**config.mk**
```make
export PLATFORM = sky130hd
export DESIGN_NAME = ex_operand_stage
export DESIGN_NICKNAME = d
export VERILOG_FILES = /design/src/rtl/cpu_pkg.sv /design/src/rtl/ex_operand_stage_fwd_sel.sv /design/src/rtl/ex_operand_stage.sv
export SDC_FILE = /design/constraint.sdc
export NUM_CORES = 1
export LEC_CHECK = 0
export ABC_CLOCK_PERIOD_IN_PS = 5800
export CORE_MARGIN = 5
export CORE_UTILIZATION = 35
export CTS_CLUSTER_SIZE = 8
export DETAILED_ROUTE_END_ITERATION = 8
export PLACE_DENSITY = 0.77
export SYNTH_ARGS = -nofsm -noshare
export SYNTH_HDL_FRONTEND = slang
export SYNTH_HIERARCHICAL = 1
export SYNTH_SLANG_ARGS = --single-unit
```
**constraint.sdc**
```tcl
create_clock -name clk -period 5.8 [get_ports clk]
set_input_delay 0.87 -clock clk [delete_from_list [all_inputs] [get_ports clk]]
set_output_delay 0.87 -clock clk [all_outputs]
set_load 0.03 [all_outputs]
```
**src/rtl/cpu_pkg.sv**
```systemverilog
// rtl/cpu_pkg.sv - shared ALU modes, register-index constants and ID/EX stage record
package cpu_pkg;

  localparam int DATA_WIDTH     = 32;
  localparam int CTRL_WIDTH     = 4;
  localparam int REG_ADDR_WIDTH = 5;

  localparam logic [REG_ADDR_WIDTH-1:0] X0 = '0;

  typedef enum logic [CTRL_WIDTH-1:0] {
    ADD = 4'd0,
    SUB = 4'd1,
    AND = 4'd2,
    OR  = 4'd3,
    SLT = 4'd5,
    SLL = 4'd6,
    SRL = 4'd7,
    SRA = 4'd8
  } alumodes;

  typedef struct packed {
    logic                      valid;
    logic                      memread;
    logic                      memwrite;
    logic                      regwrite;
    logic                      op1_pc;
    logic                      op2_imm;
    alumodes                   ctrl;
    logic [REG_ADDR_WIDTH-1:0] rd;
    logic [REG_ADDR_WIDTH-1:0] rs1;
    logic [REG_ADDR_WIDTH-1:0] rs2;
    logic [DATA_WIDTH-1:0]     rs1_data;
    logic [DATA_WIDTH-1:0]     rs2_data;
    logic [DATA_WIDTH-1:0]     imm;
    logic [DATA_WIDTH-1:0]     pc;
  } id_ex_t;

  localparam id_ex_t BUBBLE = id_ex_t'('0);

endpackage

```
**src/rtl/ex_operand_stage_fwd_sel.sv**
```systemverilog
// rtl/ex_operand_stage_fwd_sel.sv - priority forwarding mux for one source operand
module fwd_sel #(
  parameter int DATA_WIDTH     = 32,
  parameter int REG_ADDR_WIDTH = 5
) (
  input  logic [REG_ADDR_WIDTH-1:0] src_i,
  input  logic [DATA_WIDTH-1:0]     src_data_i,
  input  logic [REG_ADDR_WIDTH-1:0] exmem_rd_i,
  input  logic                      exmem_regwrite_i,
  input  logic [DATA_WIDTH-1:0]     exmem_result_i,
  input  logic [REG_ADDR_WIDTH-1:0] memwb_rd_i,
  input  logic                      memwb_regwrite_i,
  input  logic [DATA_WIDTH-1:0]     memwb_result_i,
  output logic [DATA_WIDTH-1:0]     fwd_o
);

  logic exmem_hit;
  logic memwb_hit;

  assign exmem_hit = exmem_regwrite_i && (exmem_rd_i != '0) && (exmem_rd_i == src_i);
  assign memwb_hit = memwb_regwrite_i && (memwb_rd_i != '0) && (memwb_rd_i == src_i);

  // x0 reads zero even if the register-file data input is not zero
  always_comb begin
    fwd_o = src_data_i;
    if (src_i == '0) begin
      fwd_o = '0;
    end else if (exmem_hit) begin
      fwd_o = exmem_result_i;
    end else if (memwb_hit) begin
      fwd_o = memwb_result_i;
    end
  end

endmodule

```
**src/rtl/ex_operand_stage.sv**
```systemverilog
// rtl/ex_operand_stage.sv - ID/EX register with forwarding and load-use stall
// Optional bubble_count output and counter when EX_OPERAND_PERF_EN is defined.
module ex_operand_stage #(
  parameter int DATA_WIDTH     = cpu_pkg::DATA_WIDTH,
  parameter int CONTROLL_WIDTH = cpu_pkg::CTRL_WIDTH,
  parameter int REG_ADDR_WIDTH = cpu_pkg::REG_ADDR_WIDTH
) (
  input  logic                      clk,
  input  logic                      rst,
  input  logic                      id_valid,
  input  logic [REG_ADDR_WIDTH-1:0] id_rs1,
  input  logic [REG_ADDR_WIDTH-1:0] id_rs2,
  input  logic [REG_ADDR_WIDTH-1:0] id_rd,
  input  logic [DATA_WIDTH-1:0]     id_rs1_data,
  input  logic [DATA_WIDTH-1:0]     id_rs2_data,
  input  logic [DATA_WIDTH-1:0]     id_imm,
  input  logic [DATA_WIDTH-1:0]     id_pc,
  input  logic                      id_op1_pc,
  input  logic                      id_op2_imm,
  input  logic [CONTROLL_WIDTH-1:0] id_ctrl,
  input  logic                      id_memread,
  input  logic                      id_memwrite,
  input  logic                      id_regwrite,
  input  logic                      flush,
  input  logic [REG_ADDR_WIDTH-1:0] exmem_rd,
  input  logic                      exmem_regwrite,
  input  logic [DATA_WIDTH-1:0]     exmem_result,
  input  logic [REG_ADDR_WIDTH-1:0] memwb_rd,
  input  logic                      memwb_regwrite,
  input  logic [DATA_WIDTH-1:0]     memwb_result,
  output logic [DATA_WIDTH-1:0]     op1,
  output logic [DATA_WIDTH-1:0]     op2,
  output logic [CONTROLL_WIDTH-1:0] ctrl,
  output logic                      ex_valid,
  output logic                      ex_memread,
  output logic                      ex_memwrite,
  output logic                      ex_regwrite,
  output logic [REG_ADDR_WIDTH-1:0] ex_rd,
  output logic [DATA_WIDTH-1:0]     ex_pc,
  output logic [DATA_WIDTH-1:0]     ex_store_data,
`ifdef EX_OPERAND_PERF_EN
  output logic [31:0]               bubble_count,
`endif
  output logic                      stall_id
);

  cpu_pkg::id_ex_t         stage_q;
  cpu_pkg::id_ex_t         stage_d;
  logic                    hz;
  logic [DATA_WIDTH-1:0]   fwd_rs1;
  logic [DATA_WIDTH-1:0]   fwd_rs2;

  assign hz = stage_q.valid && stage_q.memread && (stage_q.rd != cpu_pkg::X0) && id_valid &&
              ((stage_q.rd == id_rs1) || (stage_q.rd == id_rs2));

  // Gated by rst so a stall in flight drops the moment reset is sampled
  assign stall_id = hz && !flush && !rst;

  always_comb begin
    stage_d          = cpu_pkg::BUBBLE;
    stage_d.valid    = id_valid;
    stage_d.memread  = id_memread;
    stage_d.memwrite = id_memwrite;
    stage_d.regwrite = id_regwrite;
    stage_d.op1_pc   = id_op1_pc;
    stage_d.op2_imm  = id_op2_imm;
    stage_d.ctrl     = cpu_pkg::alumodes'(id_ctrl);
    stage_d.rd       = id_rd;
    stage_d.rs1      = id_rs1;
    stage_d.rs2      = id_rs2;
    stage_d.rs1_data = id_rs1_data;
    stage_d.rs2_data = id_rs2_data;
    stage_d.imm      = id_imm;
    stage_d.pc       = id_pc;
    if (flush || hz) begin
      stage_d = cpu_pkg::BUBBLE;
    end
  end

  always_ff @(posedge clk) begin
    if (rst) begin
      stage_q <= cpu_pkg::BUBBLE;
    end else begin
      stage_q <= stage_d;
    end
  end

  fwd_sel #(.DATA_WIDTH(DATA_WIDTH), .REG_ADDR_WIDTH(REG_ADDR_WIDTH)) u_fwd_rs1 (
    .src_i            (stage_q.rs1),
    .src_data_i       (stage_q.rs1_data),
    .exmem_rd_i       (exmem_rd),
    .exmem_regwrite_i (exmem_regwrite),
    .exmem_result_i   (exmem_result),
    .memwb_rd_i       (memwb_rd),
    .memwb_regwrite_i (memwb_regwrite),
    .memwb_result_i   (memwb_result),
    .fwd_o            (fwd_rs1)
  );

  fwd_sel #(.DATA_WIDTH(DATA_WIDTH), .REG_ADDR_WIDTH(REG_ADDR_WIDTH)) u_fwd_rs2 (
    .src_i            (stage_q.rs2),
    .src_data_i       (stage_q.rs2_data),
    .exmem_rd_i       (exmem_rd),
    .exmem_regwrite_i (exmem_regwrite),
    .exmem_result_i   (exmem_result),
    .memwb_rd_i       (memwb_rd),
    .memwb_regwrite_i (memwb_regwrite),
    .memwb_result_i   (memwb_result),
    .fwd_o            (fwd_rs2)
  );

  assign op1           = stage_q.op1_pc  ? stage_q.pc  : fwd_rs1;
  assign op2           = stage_q.op2_imm ? stage_q.imm : fwd_rs2;
  assign ex_store_data = fwd_rs2;
  assign ctrl          = stage_q.ctrl;
  assign ex_valid      = stage_q.valid;
  assign ex_memread    = stage_q.memread;
  assign ex_memwrite   = stage_q.memwrite;
  assign ex_regwrite   = stage_q.regwrite;
  assign ex_rd         = stage_q.rd;
  assign ex_pc         = stage_q.pc;

`ifdef EX_OPERAND_PERF_EN
  logic [31:0] bubble_cnt_q;
  logic [31:0] bubble_cnt_d;

  always_comb begin
    bubble_cnt_d = bubble_cnt_q;
    if ((flush || hz) && (bubble_cnt_q != '1)) begin
      bubble_cnt_d = bubble_cnt_q + 32'd1;
    end
  end

  always_ff @(posedge clk) begin
    if (rst) begin
      bubble_cnt_q <= '0;
    end else begin
      bubble_cnt_q <= bubble_cnt_d;
    end
  end

  assign bubble_count = bubble_cnt_q;
`endif

endmodule

```
==> results of run 1 <==
-- metal layers --
layer,track usage,vias up,wire (µm)
met5,0,-,52
met4,0.08369,6,925
met3,0.08232,63,2547
met2,0.3782,302,14200
met1,0.2426,3346,11140
li1,-,3442,-
-- cell usage after synthesis, types with 5 or more instances --
cell type,number
a21oi_1,93
a21oi_2,60
buf_12,6
buf_2,29
buf_4,42
buf_6,15
clkbuf_1,26
dfxtp_1,153
mux2_1,5
mux2_2,59
mux2i_1,64
nand2_1,157
nand3_1,5
o2bb2ai_1,64
xnor2_1,14
xor2_1,14
-- area by class of cell --
| cell class | count | area (µm²) |
|---|---|---|
| well taps | 285 | 356.6 |
| clock buffers | 18 | 439.2 |
| multi-input cells | 561 | 4015 |
| flip-flops and latches | 153 | 3065 |
| fillers | 2047 | 10550 |
| diodes | 2 | 5.005 |
| repair buffers | 384 | 3841 |
| clock inverters | 14 | 158.9 |
-- power by group --
group	switching, µW	leakage, µW	internal (µW)
sequential	28.9	0.00126	1090
combinational	269	0.00265	285
clock	497	0.000289	656
total	794	0.00420	2030
-- kinds of logic after synthesis --
| kind of cell | Yosys count | synth area share |
|---|---|---|
| compound gates | 223 | 0.2029 |
| simple gates | 182 | 0.09827 |
| flops | 153 | 0.3880 |
| mux | 128 | 0.1725 |
| buf+inv | 118 | 0.1073 |
| xor+xnor | 28 | 0.03107 |
-- how the worst max path moves through the flow --
stage	depth (start not counted)	slack [ps]	to	startpoint
after detailed placement	9	850	op2[8]	exmem_rd[4]
after global placement	9	880	op2[6]	exmem_rd[4]
final	9	890	op2[6]	exmem_rd[4]
after floorplan	8	2250	op2[17]	memwb_rd[0]
after CTS	9	840	op2[8]	exmem_rd[4]
after global routing	9	770	op2[4]	exmem_rd[4]
-- tightest hold or removal path, stage by stage (launching register included) --
cell and delay, ps:
dfxtp_1 310, nand3_1 120, a21oi_4 130, a21oi_1 160
-- state kept, by name, summed over array words and instances, names as in the netlist --
| signal | count |
|---|---|
| ctrl | 4 |
| ex_memread | 1 |
| ex_memwrite | 1 |
| ex_pc | 32 |
| ex_rd | 5 |
| ex_regwrite | 1 |
| ex_valid | 1 |
| stage_q | 108 |
-- metrics by stage --
step | worst slack [ps] | area, µm²
4_1_cts | 840.2 | 11880
5_1_grt | 767.0 | 11880
3_3_place_gp | 883.2 | 11280
6_report | 892.2 | 11880
2_1_floorplan | 2251 | 7894
3_5_place_dp | 852.1 | 11280
==> flow_metrics.env, run 1 <==
export IMPL_syn_num_nets=1064
export IMPL_hold_path_depth=3
export IMPL_port_buffers=373
export IMPL_ys_seq_area_frac=0.3880
export IMPL_total_leakage_power_uw=0.004198
export IMPL_fp_row_count=55
export IMPL_drc=0
export IMPL_max_cap_violations=0
export IMPL_gp_congestion=0.8332
export IMPL_cp_cell_sequence="clkdlybuf4s50_1 > xor2_1 > nor4_2 > nand3_1 > nor2_4 > buf_4 > o2bb2ai_1 > mux2_2 > clkdlybuf4s50_1"
export IMPL_finalHoldViolCount=0
export IMPL_ctsHoldBuffers=0
export IMPL_synth_top_area_share=0.3880
export IMPL_critPathSlowestCell="clkdlybuf4s50_1"
export IMPL_drtAntennaViolNets=0
export IMPL_syn_avg_cell_area_um2=9.488
export IMPL_io_pins=374
export IMPL_synthTopCellsByArea="dfxtp_1 (39%), mux2_2 (8.4%), mux2i_1 (8.1%)"
export IMPL_vias_per_cell=5.052
export IMPL_hold_path_startpoint="ex_valid$_SDFF_PP0_"
export IMPL_setup_worst_path_class="input port to output pin"
export IMPL_die_w_um=160.2
export IMPL_syn2layout_area_growth_pct=50.52
export IMPL_drive_gt1_frac=0.1575
export IMPL_track_usage=0.2181
export IMPL_setup_violations=0
export IMPL_cp_required_ps=4930
export IMPL_cts_root_buf="clkbuf_16"
export IMPL_period_share=0.8462
export IMPL_critPathCaptureType="output pin"
export IMPL_htree_levels=4
export IMPL_fmax_mhz=203.8
export IMPL_first_pass_iters=5
export IMPL_clock_latency_ps=430
export IMPL_synth_warnings=6
export IMPL_synth_distinct_cells=30
export IMPL_final_cells=1417
export IMPL_arrival_ps=4040
export IMPL_synth_top_flop_cell="dfxtp_1"
export IMPL_start_kind="input port"
export IMPL_ff2ff_path_depth=4
export IMPL_synth_edf_count=0
export IMPL_grt_pass1_vias=7506
export IMPL_cts_num_sinks=153
export IMPL_hpwl_mm=20.80
export IMPL_maxSlewHeadroom=0.3125
export IMPL_numCtsBuffers=17
export IMPL_die_area_mm2=0.02566
export IMPL_ys_seq_elements=153
export IMPL_cts_resized_gates=0
export IMPL_wire_per_inst_um=20.37
export IMPL_worstReg2RegStart="ex_rd[4]$_SDFF_PP0_"
export IMPL_initial_core_util=0.3519
export IMPL_syn_area_mm2=0.007894
export IMPL_worstPathMaxFanout=20
export IMPL_min_to="stage_q[137]$_SDFF_PP0_"
export IMPL_powerDensity_mw_per_mm2=238.0
export IMPL_grt_pass1_wl_mm=43.64
export IMPL_mostFrequentLayoutCell="clkdlybuf4s50_1"
export IMPL_rsz0062_at_grt="no"
export IMPL_cpMostUsedCell="clkdlybuf4s50_1"
export IMPL_period_minus_slack_ps=4908
export IMPL_hold_ws_ps=760.8
export IMPL_layout_common_cells="clkdlybuf4s50_1 (373), nand2_1 (157), dfxtp_1 (151)"
export IMPL_clk_pin_slew_ps=70
export IMPL_postSynthCellCount=832
export IMPL_synthArstFlopShare=0
export IMPL_hp_class="flop to flop"
export IMPL_clk_path_buf_depth=2
export IMPL_synth_area_leader_cell="dfxtp_1"
export IMPL_finalClockSkew_ps=14.76
export IMPL_grt_overflow=0
export IMPL_tightestPinTransition_ps=1027
export IMPL_wirelength_mm=28.87
export IMPL_r2r_slack_ps=3340
export IMPL_cp_top_family="buffers and inverters"
export IMPL_path_buf_inv=3
export IMPL_crit_path_max_incr_delay_ps=660
export IMPL_irDropWorstVdd_mv=0.1590
export IMPL_drtIter0Drc=391
export IMPL_r2r_end="ex_pc[25]$_SDFF_PP0_"
export IMPL_die_height_um=160.2
export IMPL_cts_tree="done"
export IMPL_core_area_mm2=0.02243
export IMPL_grt_antenna_before_repair=4
export IMPL_drv_slew=0
export IMPL_finalSetupTns_ps=0
export IMPL_fin_util=0.5296
export IMPL_num_vias=7159
export IMPL_grt_max_degree=154
export IMPL_placed_cells=1383
export IMPL_cts_setup_buffers=0
export IMPL_status="complete, no violations"
export IMPL_finalPower_uw=2828
export IMPL_layout_nets=1349
Note: power is estimated with default switching activity, not from simulation.
==> inputs of run 2 (changes only) <==
ABC_CLOCK_PERIOD_IN_PS = 4100   (was 5800)
PLACE_DENSITY = 0.8   (was 0.77)
clock period = 4.1 ns   (was 5.8 ns; I/O delays follow)
==> run 2 against run 1 <==
  * Setup slack got worse by 730 ps
  * Critical path depth unchanged
  * Highest routed layer unchanged
  * Register-to-register slack worse by 1300 ps
  * Via count up 0.82%
  * Largest cell class unchanged
  * Combinational power increased by 44%
  * First-iteration DRC count grew 3.1%
  * Clock skew decreased by 2.5 ps
  * Sequential cell count unchanged
==> flow_metrics.env, run 2 (synthesized netlist as in run 1, its figures left out) <==
export IMPL_crit_path_max_incr_delay_ps=660
export IMPL_grt_pass1_vias=7520
export IMPL_first_pass_iters=4
export IMPL_wire_per_inst_um=20.68
export IMPL_finalSetupTns_ps=0
export IMPL_grt_max_degree=154
export IMPL_port_buffers=373
export IMPL_clk_path_buf_depth=2
export IMPL_io_pins=374
export IMPL_setup_violations=0
export IMPL_worstPathMaxFanout=17
export IMPL_grt_antenna_before_repair=1
export IMPL_die_area_mm2=0.02566
export IMPL_largest_register_ffs=108
export IMPL_fin_ws_ps=160.8
export IMPL_total_leakage_power_uw=0.004355
export IMPL_hpwl_mm=21.38
export IMPL_powerDensity_mw_per_mm2=331.8
export IMPL_maxSlewHeadroom=0.3756
export IMPL_fmax_mhz=253.9
export IMPL_period_minus_slack_ps=3939
export IMPL_cts_resized_gates=0
export IMPL_cp_top_family="buffers and inverters"
export IMPL_cts_tree="done"
export IMPL_drtIter0Drc=403
export IMPL_critPathSlowestCell="clkdlybuf4s50_1"
export IMPL_num_vias=7218
export IMPL_fp_row_count=55
export IMPL_rsz0062_at_grt="no"
export IMPL_gp_congestion=0.8999
export IMPL_clk_pin_slew_ps=70
export IMPL_max_cap_violations=0
export IMPL_fin_area_mm2=0.01185
export IMPL_drtAntennaViolNets=0
export IMPL_hp_class="input port to flop"
export IMPL_cts_num_sinks=153
export IMPL_placed_cells=1388
export IMPL_setup_worst_path_class="input port to output pin"
export IMPL_period_share=0.9608
export IMPL_layout_common_cells="clkdlybuf4s50_1 (310), nand2_1 (157), dfxtp_1 (151)"
export IMPL_clock_latency_ps=410
export IMPL_cp_cell_sequence="clkdlybuf4s50_1 > xor2_1 > nor3_1 > and4_2 > buf_12 > mux2i_1 > o2bb2ai_1 > mux2_2 > clkdlybuf4s50_1"
export IMPL_drc=0
export IMPL_grt_overflow=0
export IMPL_die_height_um=160.2
export IMPL_path_buf_inv=3
export IMPL_finalHoldViolCount=0
export IMPL_ctsHoldBuffers=0
export IMPL_cp_num_cells=9
export IMPL_pre_cts_slack_ps=214.0
export IMPL_tightestPinTransition_ps=936.6
export IMPL_track_usage=0.2192
export IMPL_cts_setup_buffers=0
export IMPL_wirelength_mm=29.39
export IMPL_cp_required_ps=3480
export IMPL_hold_path_depth=3
export IMPL_htree_levels=4
export IMPL_mostFrequentLayoutCell="clkdlybuf4s50_1"
export IMPL_place_area_mm2=0.01127
export IMPL_drive_gt1_frac=0.2167
export IMPL_initial_core_util=0.3519
export IMPL_irDropWorstVdd_mv=0.2427
export IMPL_core_area_mm2=0.02243
export IMPL_fin_util=0.5281
export IMPL_cts_root_buf="clkbuf_16"
export IMPL_grt_pass1_wl_mm=44.39
export IMPL_drv_slew=0
export IMPL_layout_nets=1354
export IMPL_status="complete, no violations"
export IMPL_arrival_ps=3320
export IMPL_regMostFlops="stage_q"
export IMPL_ff2ff_path_depth=5
export IMPL_syn2layout_area_growth_pct=50.07
export IMPL_vias_per_cell=5.080
export IMPL_start_kind="input port"
export IMPL_critPathCaptureType="output pin"
export IMPL_die_w_um=160.2
export IMPL_numCtsBuffers=17
export IMPL_finalClockSkew_ps=12.22
export IMPL_cpMostUsedCell="clkdlybuf4s50_1"
export IMPL_final_cells=1421
==> run 2: cell count changes in the layout (fill, tap and decap cells not counted), sizes merged <==
cell           change
clkinv             -1
diode              -1
clkdlybuf4s50     -63
clkbuf             +2
bufinv             -2
buf               +68
clkinvlp           +1
==> run 2: tightest hold or removal path: cells and delay by family <==
| family | cells | cell delay, ps |
|---|---|---|
| simple gates | 1 | 50 |
| buf+inv | 1 | 390 |
| compound gates | 1 | 30 |
==> run 2: path summary, 6_finish.rpt <==
| kind | slack, ps | end | from |
|---|---|---|---|
| setup / recovery | 160 | op2[8] | memwb_rd[3] |
| hold / removal | 720 | stage_q[49]$_SDFF_PP0_ | id_imm[17] |
| setup reg to reg | 2060 | ex_pc[18]$_SDFF_PP0_ | ex_rd[0]$_SDFF_PP0_ |
| hold reg to reg | 1050 | stage_q[129]$_SDFF_PP0_ | ex_memread$_SDFF_PP0_ |
==> run 2: layer usage <==
metal | routed length (µm) | share of wire | track usage
met4 | 881 | 0.030 | 0.08252
met2 | 14430 | 0.49 | 0.3763
met5 | 13 | 0.00044 | 0
met1 | 11780 | 0.40 | 0.2603
met3 | 2276 | 0.077 | 0.06219
==> run 2: final cells by class <==
type	instances	area, µm²
Fill cell	2052	10590
Timing Repair Buffer	389	3834
Multi-Input combinational cell	561	4015
Antenna cell	1	2.502
Clock inverter	12	106.4
Clock buffer	20	466.7
Tap cell	285	356.6
Sequential cell	153	3065
==> run 2: metrics by stage <==
step	power, µW	hold WS [ps]
2_1_floorplan	2005	731.1
3_3_place_gp	2405	1087
3_5_place_dp	2414	1093
4_1_cts	3976	693.0
5_1_grt	4097	695.6
6_report	3931	718.3
==> run 2: report_power, final <==
group / switching (µW) / internal [µW] / leakage, µW
logic: 395 / 403 / 0.00282
registers: 36.2 / 1550 / 0.00126
clock network: 706 / 844 / 0.000274
==> inputs of run 3 (changes only) <==
CORE_UTILIZATION = 26   (was 35)
PLACE_DENSITY = 0.64   (was 0.8)
==> run 3 against run 2 <==
  * Final cell count grew 6.8%
  * Sequential share of layout area shrank 0.23 points
  * Fmax grew 4.4%
  * Register-to-register slack lost 40 ps
  * Cell area grew 0.91%
  * Clock skew shrank 2.7 ps
  * Worst hold slack lost 26 ps
  * Critical path depth is the same
  * Largest cell class unchanged
==> flow_metrics.env, run 3 (synthesized netlist as in run 1, its figures left out) <==
export IMPL_setup_violations=0
export IMPL_grt_antenna_before_repair=4
export IMPL_mostFrequentLayoutCell="clkdlybuf4s50_1"
export IMPL_period_share=0.9203
export IMPL_irDropWorstVdd_mv=0.2661
export IMPL_worstPathMaxFanout=32
export IMPL_fp_row_count=63
export IMPL_cts_resized_gates=0
export IMPL_hold_path_startpoint="id_op1_pc"
export IMPL_r2r_slack_ps=2020
export IMPL_arrival_ps=3160
export IMPL_die_height_um=184.2
export IMPL_cts_num_sinks=153
export IMPL_clk_path_buf_depth=2
export IMPL_htree_levels=4
export IMPL_min_to="stage_q[148]$_SDFF_PP0_"
export IMPL_maxSlewHeadroom=0.2237
export IMPL_n_antenna_cell=0
export IMPL_final_cells=1518
export IMPL_drv_slew=0
export IMPL_wire_per_inst_um=20.41
export IMPL_track_usage=0.1773
export IMPL_placed_cells=1487
export IMPL_total_leakage_power_uw=0.004424
export IMPL_die_w_um=184.2
export IMPL_tightestPinTransition_ps=1160
export IMPL_cts_setup_buffers=0
export IMPL_hp_class="input port to flop"
export IMPL_worstReg2RegStart="ex_rd[4]$_SDFF_PP0_"
export IMPL_drtIter0Drc=299
export IMPL_largest_register_ffs=108
export IMPL_fmax_mhz=265.0
export IMPL_grt_max_degree=154
export IMPL_drtAntennaViolNets=0
export IMPL_layout_nets=1348
export IMPL_setup_worst_path_class="input port to output pin"
export IMPL_numCtsBuffers=17
export IMPL_fin_util=0.4012
export IMPL_drive_gt1_frac=0.2394
export IMPL_powerDensity_mw_per_mm2=347.0
export IMPL_first_pass_iters=4
export IMPL_fillers=2954
export IMPL_hold_ws_ps=692.6
export IMPL_drc=0
export IMPL_syn2layout_area_growth_pct=51.43
export IMPL_cts_tree="done"
export IMPL_ff2ff_path_depth=5
export IMPL_io_pins=374
export IMPL_layout_common_cells="clkdlybuf4s50_1 (277), nand2_1 (157), dfxtp_1 (151)"
export IMPL_num_vias=7119
export IMPL_core_area_mm2=0.02980
export IMPL_clk_pin_slew_ps=70
export IMPL_regMostFlops="stage_q"
export IMPL_hold_path_depth=3
export IMPL_die_area_mm2=0.03395
export IMPL_gp_congestion=0.8424
export IMPL_port_buffers=373
export IMPL_r2r_end="stage_q[50]$_SDFF_PP0_"
export IMPL_cts_root_buf="clkbuf_16"
export IMPL_period_minus_slack_ps=3773
export IMPL_clock_latency_ps=430
export IMPL_finalClockSkew_ps=9.488
export IMPL_max_cap_violations=0
export IMPL_ctsHoldBuffers=0
export IMPL_cp_required_ps=3480
export IMPL_grt_pass1_wl_mm=46.20
export IMPL_initial_core_util=0.2649
export IMPL_critPathCaptureType="output pin"
export IMPL_finalSetupTns_ps=0
export IMPL_start_kind="input port"
export IMPL_vias_per_cell=4.690
export IMPL_grt_overflow=0
export IMPL_finalHoldViolCount=0
export IMPL_grt_pass1_vias=7661
export IMPL_rsz0062_at_grt="no"
export IMPL_status="complete, no violations"
export IMPL_hpwl_mm=21.49
export IMPL_wirelength_mm=30.99
[run 3: report_power, final]
group | internal (µW) | switching, µW
Combinational | 398 | 392
Sequential | 1550 | 40.8
Clock | 1100 | 675
Total | 3040 | 1110
[run 3: worst max-delay path by stage]
| stage | depth (start not counted) | slack (ps) | from | to |
|---|---|---|---|---|
| 4_1_cts | 9 | 340 | memwb_rd[3] | op2[27] |
| 5_1_grt | 5 | 270 | stage_q[129]$_SDFF_PP0_ | op2[17] |
| 3_3_place_gp | 8 | 400 | exmem_rd[4] | op2[12] |
| 6_report | 9 | 330 | memwb_rd[3] | op2[27] |
| 2_1_floorplan | 8 | 1060 | memwb_rd[0] | op2[17] |
| 3_5_place_dp | 9 | 340 | memwb_rd[3] | op2[27] |
[run 3: layout make-up]
type                            count  area, µm²  share of cell area
Tap cell                          390      488.0             0.04082
Clock buffer                       20      446.7             0.03737
Clock inverter                     11      195.2             0.01633
Multi-Input combinational cell    561       4015              0.3359
Timing Repair Buffer              383       3744              0.3132
Sequential cell                   153       3065              0.2564
[run 3: through the flow]
stage          setup slack, ps  instance area [µm²]  total power [µW]
3_5_place_dp             344.7                11310              2413
2_1_floorplan             1061                 7894              2005
5_1_grt                  266.6                11950              4321
6_report                 326.7                11950              4148
3_3_place_gp             402.4                11310              2407
4_1_cts                  336.2                11950              4201
[run 3: worst max-delay path, cell delays in order]
cell             delay (ps)
clkdlybuf4s50_1         480
xor2_1                  200
nor3_1                  240
and4_2                  290
buf_12                  280
mux2i_1                 410
o2bb2ai_1               140
mux2_2                  320
buf_4                   170
[run 3: per-layer routing]
layer,wire length (µm),GRT usage
met4,487,0.05117
met3,2519,0.06572
met2,15040,0.3004
met5,57,0
met1,12880,0.2106
